**src/rtl/fill_sequencer.sv**
```systemverilog
// Write-side FIFO fill sequencer: writes (num+1) vectors of (size+1) words with an idle gap between vectors.
// Optional XOR checksum of written words is built when FILL_CHECKSUM_EN is defined; otherwise checksum is tied to 0.
module fill_sequencer #(
    parameter int DATA_W     = 16,
    parameter int GAP_CYCLES = 2
) (
    input  logic              clk,
    input  logic              reset,
    input  logic              start,
    input  logic              abort,
    input  logic [2:0]        num,
    input  logic [2:0]        size,
    input  logic [2:0]        seed,
    input  logic              wr_full,
    output logic              wr_en,
    output logic [DATA_W-1:0] wr_data,
    output logic              busy,
    output logic              done,
    output logic              cycle_led,
    output logic [DATA_W-1:0] checksum
);

    typedef enum logic [1:0] {
        ST_IDLE  = 2'd0,
        ST_WRITE = 2'd1,
        ST_GAP   = 2'd2,
        ST_DONE  = 2'd3
    } state_t;

    localparam logic [3:0] GAP_LAST = (GAP_CYCLES > 0) ? 4'(GAP_CYCLES - 1) : 4'd0;

    state_t     state_reg, state_next;
    logic [2:0] num_reg, num_next;
    logic [2:0] size_reg, size_next;
    logic [2:0] seed_reg, seed_next;
    logic [2:0] vec_reg, vec_next;
    logic [2:0] word_reg, word_next;
    logic [3:0] gap_reg, gap_next;
    logic       led_reg, led_next;
    logic       start_accept;

    assign start_accept = (state_reg == ST_IDLE) && start && !abort;

    always_ff @(posedge clk or negedge reset) begin
        if (!reset) begin
            state_reg <= ST_IDLE;
            num_reg   <= '0;
            size_reg  <= '0;
            seed_reg  <= '0;
            vec_reg   <= '0;
            word_reg  <= '0;
            gap_reg   <= '0;
            led_reg   <= 1'b0;
        end else begin
            state_reg <= state_next;
            num_reg   <= num_next;
            size_reg  <= size_next;
            seed_reg  <= seed_next;
            vec_reg   <= vec_next;
            word_reg  <= word_next;
            gap_reg   <= gap_next;
            led_reg   <= led_next;
        end
    end

    always_comb begin
        state_next = state_reg;
        num_next   = num_reg;
        size_next  = size_reg;
        seed_next  = seed_reg;
        vec_next   = vec_reg;
        word_next  = word_reg;
        gap_next   = gap_reg;
        led_next   = led_reg;
        case (state_reg)
            ST_IDLE: begin
                if (start_accept) begin
                    state_next = ST_WRITE;
                    num_next   = num;
                    size_next  = size;
                    seed_next  = seed;
                    vec_next   = '0;
                    word_next  = '0;
                    gap_next   = '0;
                end
            end
            ST_WRITE: begin
                // Abort takes priority: the word on the bus this cycle is still taken by the FIFO,
                // but the vector is not counted as completed.
                if (abort) begin
                    state_next = ST_IDLE;
                end else if (!wr_full) begin
                    if (word_reg == size_reg) begin
                        led_next  = ~led_reg;
                        word_next = '0;
                        if (vec_reg == num_reg) begin
                            state_next = ST_DONE;
                        end else if (GAP_CYCLES == 0) begin
                            vec_next = vec_reg + 3'd1;
                        end else begin
                            state_next = ST_GAP;
                            gap_next   = '0;
                        end
                    end else begin
                        word_next = word_reg + 3'd1;
                    end
                end
            end
            ST_GAP: begin
                if (abort) begin
                    state_next = ST_IDLE;
                end else if (gap_reg == GAP_LAST) begin
                    state_next = ST_WRITE;
                    vec_next   = vec_reg + 3'd1;
                    word_next  = '0;
                end else begin
                    gap_next = gap_reg + 4'd1;
                end
            end
            default: begin
                state_next = ST_IDLE;
            end
        endcase
    end

    assign wr_en     = (state_reg == ST_WRITE) && !wr_full;
    assign busy      = (state_reg == ST_WRITE) || (state_reg == ST_GAP);
    assign done      = (state_reg == ST_DONE);
    assign cycle_led = led_reg;

    always_comb begin
        wr_data      = '0;
        wr_data[8:0] = {seed_reg, vec_reg, word_reg};
    end

`ifdef FILL_CHECKSUM_EN
    logic [DATA_W-1:0] checksum_reg, checksum_next;

    always_comb begin
        checksum_next = checksum_reg;
        if (start_accept) begin
            checksum_next = '0;
        end else if (wr_en) begin
            checksum_next = checksum_reg ^ wr_data;
        end
    end

    always_ff @(posedge clk or negedge reset) begin
        if (!reset) begin
            checksum_reg <= '0;
        end else begin
            checksum_reg <= checksum_next;
        end
    end

    assign checksum = checksum_reg;
`else
    assign checksum = '0;
`endif

endmodule

```
**config.mk**
```make
export PLATFORM = sky130hd
export DESIGN_NAME = fill_sequencer
export DESIGN_NICKNAME = d
export VERILOG_FILES = /design/src/rtl/fill_sequencer.sv
export SDC_FILE = /design/constraint.sdc
export NUM_CORES = 1
export LEC_CHECK = 0
export CORE_MARGIN = 2
export CORE_UTILIZATION = 48
export CTS_CLUSTER_DIAMETER = 80
export DETAILED_ROUTE_END_ITERATION = 12
export GPL_ROUTABILITY_DRIVEN = 0
export PLACE_DENSITY = 0.91
export SYNTH_ARGS = -nofsm -noshare
export SYNTH_HDL_FRONTEND = slang
export SYNTH_SLANG_ARGS = --single-unit
```
**constraint.sdc**
```tcl
create_clock -name clk -period 3.6 [get_ports clk]
set_input_delay 0.72 -clock clk [delete_from_list [all_inputs] [get_ports clk]]
set_output_delay 0.72 -clock clk [all_outputs]
set_load 0.05 [all_outputs]
```
==> flow_summary.ini <==
[cells_and_area]
final_common_cell = clkdlybuf4s50_1
drive_gt1_share_pct = 10.8
final_cell_mix = clkdlybuf4s50_1, conb_1, dfrtp_1
area_growth_pct = 16.4
final_net_count = 190
post-route-util_pct = 58.6
final_cells = 197
n_antenna_cell = 0
largest_register_ffs = 4
finalInstanceArea_sq_mm = 0.00162

[worst_setup_path]
cp_slowest_cell = clkdlybuf4s50_1
cp_max_fo = 9
critPathRequiredTime_ps = 2880
path_buf_inv = 2
crit_chain = inv_1, ha_1, nor2b_1, clkdlybuf4s50_1
criticalPathCategory = register to primary output
end_kind = primary output
cpPeakStageDelay_ps = 800
arrival_ps = 2150
crit_family = buffers and inverters
startpoint_type = register

[pwr]
power_mw = 1.23
p_per_area_mw_per_mm2 = 760
power.leakage_nw = 0.750
ir_drop_mv = 0.674

[clock_network]
clock-sinks = 22
cts_buffers = 3
clk_latency_ps = 310
post_cts_resized = 0
cts_tree = yes
root_buffer = clkbuf_4
clkTransAtPathRegs_ps = 110
cts.hold.buffers_added = 0
cts_buffer_depth = 2
htree_levels = 1
cts_setup_buffers = 0

[worst_hold_path]
hp-class = register to register

[logic_synthesis]
synth.top_cell.area_share_pct = 39.6
ys_warn_count = 0
synth_cell_types = 32
synth_seq_area_share_pct = 39.6
syn_area_sq_mm = 0.00139
async_flop_share_pct = 100
ys_seq_elements = 22
ys.flop_type = dfrtp_1
synth_edf_count = 0
yosys-top-cells-area = dfrtp_1, buf_4, mux2_2
synthCells = 139
synth_area_leader_cell = dfrtp_1
avgSynthCellArea_sq_um = 9.99

[drt]
vias_per_cell = 5.17
drc_errors = 0
first_pass_iters = 4
drtIter0Drc = 13
vias = 1019
ant_nets = 0
wl_per_cell_um = 12.8
wl_um = 2530

[sta]
relSlewSlack_pct = 35.7
finalHoldViolCount = 0
fmax_mhz = 348
rsz0062_at_grt = false
finClkSkew_ps = 7.84
fin_tns_setup_ps = 0
setup_viol = 0
post-route-period-util_pct = 79.8
fin_crit_ps = 2870
slew_violations = 0
tightest_slew_ps = 961

[flow_run]
cap_violations = 0

[floorplan]
fp.dieW_um = 57.8
start_util_pct = 50.4
dieArea_sq_mm = 0.00334
rows = 19
die_h_um = 57.8
coreArea_sq_mm = 0.00276
io-pin-count = 50

[grt]
grt-ovfl-total = 0
grt_start_max_net_pins = 23
grt_pass1_wl_um = 4210
grt_pass1_vias = 991
grt_antenna_before_repair = 0
grt_util_all_layers_pct = 16.2

[run_status]
status = complete, no violations

[placement]
portBuffers = 26
post_dp_cell_area_sq_mm = 0.00159
post-place-cells = 194
dp_hpwl_um = 1920
synth_stat cells, types with 2 or more instances:
master    instances
a21oi_1           5
buf_4            23
dfrtp_1          22
ha_1              8
inv_1             6
mux2_2           10
nand2_1          10
nand2b_1          5
nand3_1           5
nor2_1            5
nor2b_1           3
o21ai_0          10
or2_2             2
xnor2_1           4
xor2_1            4
per-stage QoR:
stage	hold slack, ps	worst slack, ps
floorplan	424	1280
global placement	458	792
detailed placement	461	782
CTS	481	737
global route	495	635
finish	476	726
final timing paths:
path,slack [ps],from,cells past startpoint,end
setup / recovery,730,state_reg[1]$_DFFE_PN0P_,4,wr_en
hold / removal,480,cycle_led$_DFFE_PN0P_,1,cycle_led$_DFFE_PN0P_
setup reg to reg,1540,state_reg[0]$_DFFE_PN0P_,7,gap_reg[3]$_DFFE_PN0P_
hold reg to reg,480,cycle_led$_DFFE_PN0P_,1,cycle_led$_DFFE_PN0P_
max in group asynchronous,2080,reset,1,cycle_led$_DFFE_PN0P_
min in group asynchronous,920,reset,1,gap_reg[2]$_DFFE_PN0P_
layout make-up:
cell class / count / area [sq um]
Clock buffer: 3 / 22.5
Timing Repair Buffer: 26 / 260
Sequential cell: 22 / 551
Tap cell: 31 / 38.8
Inverter: 6 / 22.5
Fill cell: 242 / 1140
Multi-Input combinational cell: 109 / 722
metal layers:
layer  part of all wire [%]  wire length, um  track usage (%)
met5                      0                0                0
met4                   0.83               21             6.31
met3                    6.0              151             2.68
met2                     53             1340             29.7
met1                     40             1020             18.7
where the power goes:
group | internal, mW | total [mW] | switching, mW
logic | 0.269 | 0.723 | 0.455
clock network | 0.0391 | 0.112 | 0.0726
registers | 0.329 | 0.393 | 0.0640
total | 0.637 | 1.23 | 0.591
worst reg2reg max path, cell delays in order, from the launching register on:
cell	delay (ps)
dfrtp_1	420
inv_1	90
ha_1	310
a21o_1	190
a21oi_1	220
nand3_2	170
or4b_1	520
nand3_1	90
cell families (layout without fill, tap and decap cells):
family                   after synthesis  in the layout  synth area share (%)
multiplexers                          11             11                  8.83
other                                  1             23                 0.270
flip-flops                            22             22                  39.6
buffers and inverters                 30             35                  14.3
XOR/XNOR                               8              8                  5.04
AND/OR/NAND/NOR                       37             37                  14.3
AO/OA/AOI/OAI                         22             22                  10.4
adder cells (fa/ha/maj)                8              8                  7.21
Note: power is estimated with default switching activity, not from simulation.
